==> config.mk <==
export PLATFORM = sky130hd
export DESIGN_NAME = usb_rx_bit_ctrl
export DESIGN_NICKNAME = d
export VERILOG_FILES = /design/src/rtl/usb_rx_bit_ctrl.sv
export SDC_FILE = /design/constraint.sdc
export NUM_CORES = 1
export LEC_CHECK = 0
export BUFFER_PORTS_ARGS = -buffer_cell sky130_fd_sc_hd__buf_2
export CAP_MARGIN = 5
export CORE_ASPECT_RATIO = 1.1
export CORE_UTILIZATION = 55
export CTS_BUF_LIST = sky130_fd_sc_hd__clkbuf_16
export CTS_CLUSTER_SIZE = 24
export DETAILED_ROUTE_END_ITERATION = 7
export PLACE_DENSITY = 0.81
export SKIP_CTS_REPAIR_TIMING = 1
export SLEW_MARGIN = 20
export SYNTH_ARGS = -nofsm -noshare
export SYNTH_HDL_FRONTEND = slang
export SYNTH_SLANG_ARGS = --single-unit
==> constraint.sdc <==
create_clock -name clk -period 4.4 [get_ports clk]
set_input_delay 0.22 -clock clk [delete_from_list [all_inputs] [get_ports clk]]
set_output_delay 0.22 -clock clk [all_outputs]
set_load 0.01 [all_outputs]
==> src/rtl/usb_rx_bit_ctrl.sv <==
// usb_rx_bit_ctrl: full-speed USB receive bit timing, bit destuffing, SYNC check and LSB-first byte assembly.
// Latency: shift_enable SAMPLE_PHASE cycles after a D+ edge; byte_received two cycles after the last bit's bit_valid.
// Backpressure: none; bytes arrive at line rate and must be taken on the byte_received pulse.
//
// Ports:
//   clk, n_rst                 system clock, asynchronous active-low reset
//   d_plus_sync, d_minus_sync  synchronized bus lines (J idle = D+ high)
//   d_orig                     decoded NRZI bit, valid the cycle after shift_enable
//   shift_enable               decoder sample strobe, one pulse per bit time
//   rx_byte, byte_received     last assembled byte and its one-cycle strobe
//   rcving                     packet in progress
//   packet_done                one-cycle pulse on a clean end of packet
//   r_error                    sticky error, cleared by the next packet's first edge
module usb_rx_bit_ctrl #(
  parameter int CLKS_PER_BIT = 8,
  parameter int SAMPLE_PHASE = 3
) (
  input  logic       clk,
  input  logic       n_rst,
  input  logic       d_plus_sync,
  input  logic       d_minus_sync,
  input  logic       d_orig,
  output logic       shift_enable,
  output logic [7:0] rx_byte,
  output logic       byte_received,
  output logic       rcving,
  output logic       packet_done,
  output logic       r_error
);

  localparam int PW = (CLKS_PER_BIT > 1) ? $clog2(CLKS_PER_BIT) : 1;
  localparam logic [PW-1:0] PHASE_LAST   = PW'(CLKS_PER_BIT - 1);
  localparam logic [PW-1:0] PHASE_SAMPLE = PW'(SAMPLE_PHASE);
  localparam logic [PW-1:0] PHASE_ONE    = PW'(1);
  localparam logic [7:0]    SYNC_BYTE    = 8'h80;

  typedef enum logic [2:0] {
    ST_IDLE,
    ST_SYNC,
    ST_RECEIVE,
    ST_EOP_WAIT,
    ST_ERROR
  } state_e;

  state_e          state_q, state_d;
  logic            prev_dp_q;
  logic [PW-1:0]   phase_q, phase_d;
  logic            bit_valid_q;
  logic [2:0]      bit_cnt_q, bit_cnt_d;
  logic [2:0]      ones_cnt_q, ones_cnt_d;
  logic [7:0]      shreg_q, shreg_d;
  logic            byte_done_q, byte_done_d;
  logic [7:0]      rx_byte_q, rx_byte_d;
  logic            byte_rcvd_q, byte_rcvd_d;
  logic            r_error_q, r_error_d;
  logic            se0_seen_q, se0_seen_d;

  logic            edge_det;
  logic            line_se0;
  logic            in_rx;
  logic            se0_sample;
  logic            consume;
  logic            stuff_bit;
  logic            stuff_err;
  logic            data_bit;
  logic            clr_cnt;

  // ---------------------------------------------------------------------------
  // Line events
  // ---------------------------------------------------------------------------
  assign edge_det   = d_plus_sync ^ prev_dp_q;
  assign line_se0   = ~d_plus_sync & ~d_minus_sync;
  assign in_rx      = (state_q == ST_SYNC) || (state_q == ST_RECEIVE);

  // SE0 only matters at the bit sampling point while a packet is being decoded.
  assign se0_sample = shift_enable & line_se0;

  // The decoder presents d_orig one cycle after the strobe; bit_valid lines it up.
  assign consume    = bit_valid_q & in_rx;
  // After six consumed ones the transmitter must have inserted a zero.
  assign stuff_bit  = consume & (ones_cnt_q == 3'd6);
  assign stuff_err  = stuff_bit & d_orig;
  assign data_bit   = consume & ~stuff_bit;

  // ---------------------------------------------------------------------------
  // FSM: state register
  // ---------------------------------------------------------------------------
  always_ff @(posedge clk or negedge n_rst) begin
    if (!n_rst) begin
      state_q <= ST_IDLE;
    end else begin
      state_q <= state_d;
    end
  end

  // ---------------------------------------------------------------------------
  // FSM: next state
  // ---------------------------------------------------------------------------
  always_comb begin
    state_d = state_q;
    case (state_q)
      ST_IDLE: begin
        if (edge_det) state_d = ST_SYNC;
      end
      ST_SYNC: begin
        if (se0_sample || stuff_err) begin
          state_d = ST_ERROR;
        end else if (byte_done_q) begin
          state_d = (shreg_q == SYNC_BYTE) ? ST_RECEIVE : ST_ERROR;
        end
      end
      ST_RECEIVE: begin
        // SE0 wins over a byte finishing in the same cycle; a clean EOP
        // requires the line to go SE0 on a byte boundary.
        if (se0_sample) begin
          state_d = (bit_cnt_q == 3'd0) ? ST_EOP_WAIT : ST_ERROR;
        end else if (stuff_err) begin
          state_d = ST_ERROR;
        end
      end
      ST_EOP_WAIT: begin
        if (d_plus_sync) state_d = ST_IDLE;
      end
      ST_ERROR: begin
        // Drain the rest of the broken packet: SE0 first, then back to J.
        if (se0_seen_q && d_plus_sync) state_d = ST_IDLE;
      end
      default: state_d = ST_IDLE;
    endcase
  end

  // ---------------------------------------------------------------------------
  // FSM: outputs
  // ---------------------------------------------------------------------------
  always_comb begin
    shift_enable  = in_rx && (phase_q == PHASE_SAMPLE);
    rcving        = (state_q == ST_SYNC) || (state_q == ST_RECEIVE) ||
                    (state_q == ST_EOP_WAIT);
    packet_done   = (state_q == ST_EOP_WAIT) && d_plus_sync;
    rx_byte       = rx_byte_q;
    byte_received = byte_rcvd_q;
    r_error       = r_error_q;
  end

  // ---------------------------------------------------------------------------
  // Datapath next state
  // ---------------------------------------------------------------------------
  always_comb begin
    // Phase 0 is the edge cycle itself, so the register lands on 1 after it.
    if (edge_det) begin
      phase_d = PHASE_ONE;
    end else if (phase_q == PHASE_LAST) begin
      phase_d = '0;
    end else begin
      phase_d = phase_q + 1'b1;
    end

    bit_cnt_d   = bit_cnt_q;
    ones_cnt_d  = ones_cnt_q;
    shreg_d     = shreg_q;
    byte_done_d = 1'b0;

    if (data_bit) begin
      shreg_d     = {d_orig, shreg_q[7:1]};
      bit_cnt_d   = bit_cnt_q + 3'd1;
      byte_done_d = (bit_cnt_q == 3'd7);
      ones_cnt_d  = d_orig ? (ones_cnt_q + 3'd1) : 3'd0;
    end
    if (stuff_bit) begin
      ones_cnt_d = 3'd0;
    end

    // Start every packet attempt, and every return to idle, with clean counters.
    clr_cnt = (state_d != state_q) &&
              ((state_d == ST_SYNC) || (state_d == ST_IDLE));
    if (clr_cnt) begin
      bit_cnt_d   = 3'd0;
      ones_cnt_d  = 3'd0;
      byte_done_d = 1'b0;
    end

    // Only payload bytes are published; the SYNC byte is consumed silently.
    byte_rcvd_d = (state_q == ST_RECEIVE) && byte_done_q && !se0_sample && !stuff_err;
    rx_byte_d   = byte_rcvd_d ? shreg_q : rx_byte_q;

    r_error_d = r_error_q;
    if ((state_q == ST_IDLE) && edge_det) begin
      r_error_d = 1'b0;
    end else if ((state_d == ST_ERROR) && (state_q != ST_ERROR)) begin
      r_error_d = 1'b1;
    end

    se0_seen_d = (state_q == ST_ERROR) && (se0_seen_q || line_se0);
  end

  // ---------------------------------------------------------------------------
  // Datapath registers
  // ---------------------------------------------------------------------------
  always_ff @(posedge clk or negedge n_rst) begin
    if (!n_rst) begin
      prev_dp_q   <= 1'b1;
      phase_q     <= '0;
      bit_valid_q <= 1'b0;
      bit_cnt_q   <= 3'd0;
      ones_cnt_q  <= 3'd0;
      shreg_q     <= 8'h00;
      byte_done_q <= 1'b0;
      rx_byte_q   <= 8'h00;
      byte_rcvd_q <= 1'b0;
      r_error_q   <= 1'b0;
      se0_seen_q  <= 1'b0;
    end else begin
      prev_dp_q   <= d_plus_sync;
      phase_q     <= phase_d;
      bit_valid_q <= shift_enable;
      bit_cnt_q   <= bit_cnt_d;
      ones_cnt_q  <= ones_cnt_d;
      shreg_q     <= shreg_d;
      byte_done_q <= byte_done_d;
      rx_byte_q   <= rx_byte_d;
      byte_rcvd_q <= byte_rcvd_d;
      r_error_q   <= r_error_d;
      se0_seen_q  <= se0_seen_d;
    end
  end

endmodule

### Word-level counts from Yosys, hierarchy flattened

Cells that the tools add are included.

* bits in registers: 34
* latch bits: 0
* memory bits (writable): 0
* bits in read-only memories: 0
* output and inout port bits: 13
* logic and storage cells: 83
* memories kept: 0

* add/subtract/negate cells: 3
* $mul: 0
* div/mod/pow operators: 0
* magnitude comparators: 0
* eq/ne operators: 13
* shift-type cells: 0
* muxes and demuxes: 22
* bitwise operators: 10
* reductions and logical operators: 23

Operator list (number)
* 2-to-1 mux 3 bit: 17
* equality test 3 bit, second input constant: 5
* one-hot mux 3 bit (5 select lines): 1
* logical AND 1 bit: 10
* adder 3 x 1 -> 3 bit, second input constant: 3
* equality test 3 x 2 -> 1 bit, second input constant: 3
* logical NOT 3 bit: 3
* equality test 8 bit, second input constant: 1
* bitwise AND 1 bit: 6
* equality test 3 x 1 -> 1 bit, second input constant: 2
* logical OR 1 bit: 5
* 2-to-1 mux 1 bit: 4
* nonzero test 2 bit: 2
* inequality test 3 bit: 1
* inequality test 3 bit, second input constant: 1
* inverter 1 bit: 3
* nonzero test 3 bit: 1
* logical NOT 1 bit: 2
* XOR 1 bit: 1

### Depth between registers and ports, before layout

Gate-level depths: netlist of run 1.

* depth after elaboration: 12
* depth in mapped cells: 7
* gate-level depth less buffers: 7

### Worst setup path after synthesis of run 1

Ideal clock, no wire load.

* path type: register to register
* from: reg phase_q[0]
* to: reg bit_cnt_q[0]
* setup time: 136 ps
* data arrival time: 1653 ps
* data required time: 4264 ps
* setup slack: 2611 ps
* cell stages (with the launch flop): 8
* clock period less this slack: 1789 ps
* cells stage by stage: dfrtp_1 -> ha_1 -> ha_1 -> nand2b_1 -> nor4_4 -> a311o_2 -> a211oi_4 -> a21oi_1

* word-level cells in the longest chain between the ends: 10

Ends and longest elaborated chain
* start, declared: line 47 `logic [PW-1:0] phase_q, phase_d;`
* start signal, assigned: line 214 `phase_q <= phase_d;`
* equality test 3 x 2 -> 1 bit *: line 136 `shift_enable = in_rx && (phase_q == PHASE_SAMPLE);`
* logical AND 1 bit *: line 136
* bitwise AND 1 bit *: line 76 `assign se0_sample = shift_enable & line_se0;`
* logical OR 1 bit: line 106 `if (se0_sample || stuff_err) begin`
* 2-to-1 mux 3 bit: line 106
* one-hot mux 3 bit (5 select lines) *: line 101 `case (state_q)`
* equality test 3 x 1 -> 1 bit or logical NOT 3 bit (tied branches): line 175 `((state_d == ST_SYNC) || (state_d == ST_IDLE));`
* logical OR 1 bit: line 175
* logical AND 1 bit *: line 174 `clr_cnt = (state_d != state_q) &&`
* 2-to-1 mux 3 bit or nonzero test 2 bit (tied branches)
* end signal, assigned: line 216 `bit_cnt_q <= bit_cnt_d;`
* end, declared: line 49 `logic [2:0] bit_cnt_q, bit_cnt_d;`

Every way passes the cells marked *; elsewhere a longest branch is shown, timed or not.
A chain may end at the register's enable or synchronous reset.

### Final worst setup path of run 1

* from: reg phase_q[0]
* to: reg bit_cnt_q[2]

The elaborated chain is that of the path after synthesis.

==> results of run 1 <==
## worst max-delay path, cell delays in order (launching register included)
cell	delay (ns)
dfrtp_1	0.38
ha_1	0.22
ha_1	0.18
nand2b_1	0.17
nor4_4	0.08
a311o_2	0.36
a211oi_4	0.36
a21oi_1	0.12
## kinds of logic after synthesis
kind of cell	after synthesis
flops	34
fa+ha+maj	8
buf+inv	14
mux	17
compound gates	25
simple gates	45
xor+xnor	5
## per-layer routing
layer	GRT usage	share of wire
met5	0	0
met2	0.3614	0.49
met4	0.1250	0.034
met1	0.2650	0.43
met3	0.07463	0.050
## Yosys cell counts (2+ instances only)
master and instances:
dfrtp_1 33, mux2_2 15, a21oi_1 11, nor2_1 11, nand2_1 10, inv_1 9, ha_1 8, nor3_1 5
nand3_1 4, o21ai_0 3, a211oi_4 2, buf_2 2, mux2i_1 2, nor2b_1 2, nor4_1 2, nor4b_2 2
xnor2_1 2
## sequential cells by signal (all words and copies together), names as in the netlist
signal,flops
rx_byte,8
r_error,1
phase_q,3
bit_cnt_q,3
prev_dp_q,1
byte_done_q,1
bit_valid_q,1
state_q,3
se0_seen_q,1
ones_cnt_q,3
shreg_q,8
byte_received,1
## final timing paths
kind	end	slack, ns
hold reg to reg	phase_q[0]	0.48
min in group clk	prev_dp_q	0.14
setup reg to reg	bit_cnt_q[2]	2.39
setup / recovery	bit_cnt_q[2]	2.39
max in group asynchronous	shreg_q[7]	3.93
hold / removal	se0_seen_q	-0.0008
## layout make-up
type	instances	area [µm²]
clock inverter	3	68.82
timing repair buffer	17	85.08
inverter	9	33.78
sequential	34	852.1
clock buffer	5	125.1
fill	222	1003
tap	34	42.54
multi-input combinational	100	810.8
## power by group through the flow
stage / Clock (W) / Sequential (W) / Combinational [W]
after floorplan: 0 / 0.000420 / 0.000237
after global placement: 0 / 0.000442 / 0.000267
after detailed placement: 0 / 0.000446 / 0.000279
after CTS: 0.000461 / 0.000441 / 0.000287
after global routing: 0.000477 / 0.000452 / 0.000318
final: 0.000456 / 0.000441 / 0.000283
## metrics by stage
stage	setup slack, ns	cells
finish	2.391	202
global route	2.209	202
CTS	2.393	202
detailed placement	2.404	194
global placement	2.428	194
floorplan	2.611	148
==> impl_metrics.toml, run 1 <==
[layout]
mostFrequentLayoutCells = "dfrtp_1 (33), buf_2 (17), mux2_2 (15), nor2_1 (11), a21oi_1 (11)"
utilization = 0.6679
diodes = 0
drive_gt1_frac = 0.3095
final_nets = 180
final_common_cell = "dfrtp_1"
final_area_um2 = 2018
area_delta_synth_final_pct = 15.96

[clock_tree]
cts.path.max_buffers = 2
clock-sinks = 34
cts_buffers = 5
cts-htree-levels = 2
cts_root_buf = "clkbuf_16"
worstSkewPairLatency_ns = 0.28
path_clk_slew_ns = 0.05
cts_tree = "yes"

[logic_synthesis]
postSynthAreaPerCell_um2 = 11.76
ys_ff_latch = 34
synth-edff-count = 0
synth_top_area_cell = "dfrtp_1"
synth_nets = 161
muxShareOfSynthArea = 0.1086
synth_area_leaders = "dfrtp_1 (47%), mux2_2 (9.7%), ha_1 (5.8%)"
synthSimpleGateAreaFrac = 0.1531
synth_ff_type = "dfrtp_1"
synthXorXnorAreaFrac = 0.04026
synth_top_family_by_area = "simple AND/OR/NAND/NOR gates"
yosysWarnings = 0
yosysUniqueCellTypes = 42
synthAdderAreaFrac = 0.05751
synth_cells = 148
yosysSeqAreaShare = 0.4896
netlist_area_um2 = 1740
synth-async-reset-ratio = 1.000
synth-compound-area-share = 0.1064
synth_top_area_frac = 0.4745

[timing]
holdWs_ns = -0.0007764
slew_headroom = 0.5109
finalCriticalPeriod_ns = 2.009
worstMarginPinSlew_ns = 0.7336
setup_tns_ns = 0
skew_ns = 0.002837
min_period_over_period = 0.4565
hold_viol_final = 1
maxSlewViolCount = 0
rsz0062_at_grt = "no"
setup-violations-final = 0
max_freq_mhz = 497.8

[floorplan]
ios = 18
die_h_um = 61
start_util = 0.5760
die_w_um = 55.64
rows = 21
die_area_um2 = 3394
core-area_um2 = 3022

[placement]
hpwl_um = 2233
place.port_buffers = 17
place_area_um2 = 1824
place.gp.congestion = 0.8352

[grt]
grt_usage = 0.2220
gr-total-overflow = 0
antenna_found_initial = 0
grt_pass1_vias = 1219
grt_pass1_wl_um = 5547
grt_max_degree = 35

[pwr]
peakVddDrop_mv = 0.4374
powerDensity_nw_per_um2 = 584.7
swShare = 0.2978
p_leak_nw = 1.006
p_clk_frac = 0.387
p_int_w = 0.0008286
pwr-share-seq = 0.373
total_power_w = 0.001180
netSwitchingPower_w = 0.0003514
combPwrFrac = 0.240

[setup_path]
crit_fanout = 6
worstPathRequired_ns = 4.54
worstPathArrival_ns = 2.15
r2r_cells = 7
crit_start = "phase_q[0]"
worstSetupEndpointType = "flop"
worst_r2r_startpoint = "phase_q[0]"
crit_type = "reg -> reg"
start_kind = "flop"

[detailed_routing]
routed_wl_um = 3162
wl_per_cell_um = 15.65
drc_errors = 0
drt_iter0_markers = 52
vias = 1183
via_per_inst = 5.856
dr.pass1.iters = 4
antenna_left = 0

[run_status]
status = "finished, violations left"
violations = "negative hold slack"

[worst_hold_path]
hold_path_class = "in -> async"

[run]
cap_viol_max_count = 0
(Power assumes the default switching activity.)
==> inputs of run 2 (changes only) <==
ABC_AREA = 1   (was unset)
PLACE_DENSITY = 0.82   (was 0.81)
clock period = 2.1 ns   (was 4.4 ns; I/O delays follow)
==> impl_metrics.toml, run 2 <==
[logic_synthesis]
ys_ff_latch = 34
netlist_area_um2 = 1634
yosysUniqueCellTypes = 23
postSynthAreaPerCell_um2 = 8.978
yosysWarnings = 0
yosysMostFrequentCell = "dfrtp_1"
synth_ff_type = "dfrtp_1"
yosysSeqAreaShare = 0.5214
synth_area_leaders = "dfrtp_1 (51%), nand2_1 (6.7%), inv_1 (6.2%)"
synth-async-reset-ratio = 1.000
synth-edff-count = 0
synth_cells = 182
synth_nets = 195
synth_top_area_frac = 0.5054
synth_top_area_cell = "dfrtp_1"
yosys-top-cells-count = "dfrtp_1 (33), nand2_1 (29), inv_1 (27)"

[setup_path]
crit_chain = "ha_1 -> ha_1 -> nand4_1 -> nor2_1 -> nor2_1 -> nand3_1 -> nor2_2 -> a21oi_1"
start_kind = "flop"
crit_buf_inv = 0
cp_top_family = "simple AND/OR/NAND/NOR gates"
worstPathArrival_ns = 2.06
worstSetupEndpointType = "flop"
cp_slowest_cell = "dfrtp_1"
worstPathRequired_ns = 2.24
crit_type = "reg -> reg"
max_stage_delay_ns = 0.38
crit_fanout = 6

[placement]
place.port_buffers = 17
hpwl_um = 2212
place_area_um2 = 1733
place.gp.congestion = 0.9901

[timing]
setup-violations-final = 0
worstMarginPinSlew_ns = 0.7502
min_period_over_period = 0.9117
maxSlewViolCount = 0
hold_viol_final = 0
max_freq_mhz = 522.3
slew_headroom = 0.4999
finalCriticalPeriod_ns = 1.915
rsz0062_at_grt = "no"
skew_ns = 0.004173
setup_tns_ns = 0

[pwr]
combPwrFrac = 0.289
p_int_w = 0.001415
powerDensity_nw_per_um2 = 1165
p_clk_frac = 0.308
swShare = 0.3594
p_leak_nw = 0.9713
netSwitchingPower_w = 0.0007938
pwr-share-seq = 0.403
peakVddDrop_mv = 0.6825

[floorplan]
core-area_um2 = 2803
die_area_um2 = 3193
rows = 20
die_w_um = 53.97
ios = 18
die_h_um = 59.17
start_util = 0.5830

[clock_tree]
path_clk_slew_ns = 0.05
worstSkewPairLatency_ns = 0.28
cts-htree-levels = 2
cts_buffers = 5
cts_tree = "yes"
clock-sinks = 34
cts.path.max_buffers = 2
cts_root_buf = "clkbuf_16"

[detailed_routing]
dr.pass1.iters = 4
drt_iter0_markers = 36
antenna_left = 0
via_per_inst = 5.225
wl_per_cell_um = 12.73
routed_wl_um = 3054
vias = 1254
drc_errors = 0

[worst_hold_path]
hold_path_class = "in -> reg"

[layout]
diodes = 0
final_area_um2 = 1896
final_common_cell = "dfrtp_1"
drive_gt1_frac = 0.2029
mostFrequentLayoutCells = "dfrtp_1 (33), nand2_1 (29), inv_1 (28), nor2_1 (24), buf_2 (17)"
area_delta_synth_final_pct = 16.00
final_nets = 219

[run_status]
status = "finished, final reports clean"

[grt]
grt_usage = 0.2366
gr-total-overflow = 0
grt_max_degree = 35
grt_pass1_vias = 1187
antenna_found_initial = 0
grt_pass1_wl_um = 5161

[run]
cap_viol_max_count = 0
==> run 2: changes by cell type after synthesis, moves of 5 or more <==
| cell | before | now |
|---|---|---|
| inv_1 | 9 | 27 |
| mux2_2 | 15 | 0 |
| nand2_1 | 10 | 29 |
| nand2_2 | 0 | 5 |
| nand3_1 | 4 | 13 |
| nor2_1 | 11 | 25 |
| nor3_1 | 5 | 0 |
| o21ai_0 | 3 | 11 |
| o21ai_2 | 0 | 7 |
==> run 2: area by class of cell <==
| cell class | instances | area, µm² |
|---|---|---|
| clock buffers | 5 | 125.1 |
| clock inverters | 3 | 12.51 |
| fillers | 216 | 907.1 |
| inverters | 28 | 105.1 |
| multi-input cells | 117 | 646.9 |
| flip-flops and latches | 34 | 852.1 |
| well taps | 33 | 41.29 |
| repair buffers | 20 | 112.6 |
==> run 2: logic make-up after synthesis <==
group	share of synthesized area
xor gates and xnor gates	0.01608
buffers and inverters	0.08576
and+or+nand+nor	0.2006
AOI/OAI and AO/OA	0.1149
adders and majority gates	0.06126
DFF	0.5214
==> run 2: final timing paths <==
kind | from | end | slack (ns) | cells after the start
max | phase_q[0] | bit_cnt_q[0] | 0.19 | 8
min | d_orig | shreg_q[7] | 0.16 | 3
max reg2reg | phase_q[0] | bit_cnt_q[0] | 0.19 | 8
min reg2reg | phase_q[0] | phase_q[0] | 0.45 | 1
max in group asynchronous | n_rst | shreg_q[4] | 1.18 | 2
min in group asynchronous | n_rst | rx_byte[2] | 0.43 | 2
==> run 2: power by group through the flow <==
stage | sequential (W) | combinational [W] | clock, W
2_1_floorplan | 0.000877 | 0.000449 | 0
3_3_place_gp | 0.000886 | 0.000583 | 0
3_5_place_dp | 0.000899 | 0.000626 | 0
4_1_cts | 0.000888 | 0.000631 | 0.000694
5_1_grt | 0.000905 | 0.000731 | 0.000729
6_report | 0.000890 | 0.000638 | 0.000681
==> run 2: stage by stage <==
stage	setup WS, ns	instances	power [W]	hold slack (ns)	utilization
3_5_place_dp	0.02941	230	0.001524	0.2132	0.6183
4_1_cts	0.01611	238	0.002213	-0.08290	0.6674
6_report	0.1854	240	0.002208	0.1603	0.6763
3_3_place_gp	0.1339	230	0.001469	0.1872	0.6183
5_1_grt	0.02770	240	0.002366	0.1829	0.6763
2_1_floorplan	0.2874	182	0.001326	-0.1906	-
==> run 2: metal layers <==
metal / GRT usage / vias to the layer above / routed length (µm)
li1: - / 626 / -
met1: 0.2962 / 590 / 1337
met2: 0.3510 / 32 / 1484
met3: 0.09487 / 6 / 187
met4: 0.1172 / 0 / 44
met5: 0 / - / 0
==> run 2: worst min-delay path: cells and delay by family <==
family / cells / cell delay [ns]
AOI/OAI and AO/OA: 1 / 0.09
buffers and inverters: 1 / 0.09
and+or+nand+nor: 1 / 0.11
==> inputs of run 3 (changes only) <==
clock period = 2.3 ns   (was 2.1 ns; I/O delays follow)
==> impl_metrics.toml, run 3 (synthesis gave the netlist of run 2 again) <==
[grt]
grt_max_degree = 35
antenna_found_initial = 0
gr-total-overflow = 0
use_met1 = 0.2829
grt_pass1_wl_um = 5485
grt_busiest_layer = "met2"
use_met3 = 0.08718
grt_usage = 0.2499
grt_pass1_vias = 1310
use_met2 = 0.4074

[placement]
place.port_buffers = 17
placedCellCount = 230
hpwl_um = 2309
place.gp.congestion = 0.9686

[clock_tree]
worstSkewPairLatency_ns = 0.28
cts_buffers = 5
cts_tree = "yes"
cts_root_buf = "clkbuf_16"
cts-htree-levels = 2
clock-sinks = 34
cts.path.max_buffers = 2
path_clk_slew_ns = 0.05

[floorplan]
die_h_um = 59.17
core-area_um2 = 2803
start_util = 0.5830
ios = 18
rows = 20
die_w_um = 53.97
die_area_um2 = 3193

[layout]
area_delta_synth_final_pct = 15.70
diodes = 0
mostFrequentLayoutCells = "dfrtp_1 (33), nand2_1 (29), inv_1 (28), nor2_1 (25), buf_2 (17)"
final_common_cell = "dfrtp_1"
stdcell_count = 240
drive_gt1_frac = 0.1981
final_nets = 219

[timing]
hold_viol_final = 0
min_period_over_period = 0.8779
max_freq_mhz = 495.3
skew_ns = 0.005063
setup-violations-final = 0
slew_headroom = 0.5111
finalCriticalPeriod_ns = 2.019
worstMarginPinSlew_ns = 0.7333
rsz0062_at_grt = "no"
setup_tns_ns = 0
maxSlewViolCount = 0

[setup_path]
r2r_cells = 10
crit_start = "phase_q[0]"
crit_fanout = 6
max_stage_delay_ns = 0.38
worst_r2r_startpoint = "phase_q[0]"
start_kind = "flop"
crit_type = "reg -> reg"
worstSetupEndpointType = "flop"
crit_chain = "ha_1 -> ha_1 -> nand3_1 -> nand2_1 -> inv_1 -> o21ai_0 -> nand2_1 -> nand2_1 -> nor2_1 -> a21oi_1"
cp_slowest_cell = "dfrtp_1"
worstPathArrival_ns = 2.16
worstPathRequired_ns = 2.44
critPathMostFrequentCell = "nand2_1"

[pwr]
p_leak_nw = 0.9693
powerDensity_nw_per_um2 = 1069
peakVddDrop_mv = 0.8324

[detailed_routing]
drt_iter0_markers = 43
routed_wl_um = 3099
via_per_inst = 5.317
drc_errors = 0
antenna_left = 0
dr.pass1.iters = 4
vias = 1276
wl_per_cell_um = 12.91

[run]
cap_viol_max_count = 0

[worst_hold_path]
hold_path_class = "in -> reg"
hold_path_depth = 3
hold_path_startpoint = "d_orig"

[run_status]
status = "finished, final reports clean"
-- run 3: cell counts in the layout (fill, tap and decap cells not counted) --
Identical to the previous run, type by type.
-- run 3: report_power, final --
group	leakage (nW)	total (W)	internal, W	switching, W
registers	0.418	0.000811	0.000718	0.0000926
clock network	0.0724	0.000624	0.000390	0.000233
logic	0.479	0.000587	0.000182	0.000405
-- run 3: final timing paths --
path	slack (ns)	endpoint
setup / recovery	0.28	ones_cnt_q[0]
hold / removal	0.17	shreg_q[7]
setup reg to reg	0.28	ones_cnt_q[0]
hold reg to reg	0.46	phase_q[0]
max in group asynchronous	1.39	ones_cnt_q[0]
min in group asynchronous	0.44	rx_byte[2]
-- run 3: critical path: cells and delay by family, from the launching register on --
| kind | cells | cell delay, ns |
|---|---|---|
| AOI/OAI and AO/OA | 2 | 0.22 |
| and+or+nand+nor | 5 | 0.78 |
| adders and majority gates | 2 | 0.43 |
| buffers and inverters | 1 | 0.07 |
| DFF | 1 | 0.38 |
-- run 3: metrics by stage --
step	util	worst slack, ns	hold slack (ns)	cell area (µm²)	total power (W)
global placement	0.6183	0.3423	0.1990	1733	0.001343
finish	0.6746	0.2809	0.1683	1891	0.002022
floorplan	-	0.4874	-0.1806	1634	0.001211
detailed placement	0.6183	0.2253	0.2114	1733	0.001399
CTS	0.6674	0.2114	-0.08094	1871	0.002028
global route	0.6746	0.04294	0.2039	1891	0.002168
-- run 3: final cells by class --
type,count,area [µm²]
multi-input cells,117,641.9
fillers,233,912.1
clock buffers,5,125.1
repair buffers,20,112.6
clock inverters,3,12.51
inverters,28,105.1
flip-flops and latches,34,852.1
well taps,33,41.29
-- run 3: metal layers --
metal,up-vias,share of wire
met1,618,0.43
met2,33,0.52
met3,6,0.036
li1,619,-
met5,-,0
met4,0,0.020
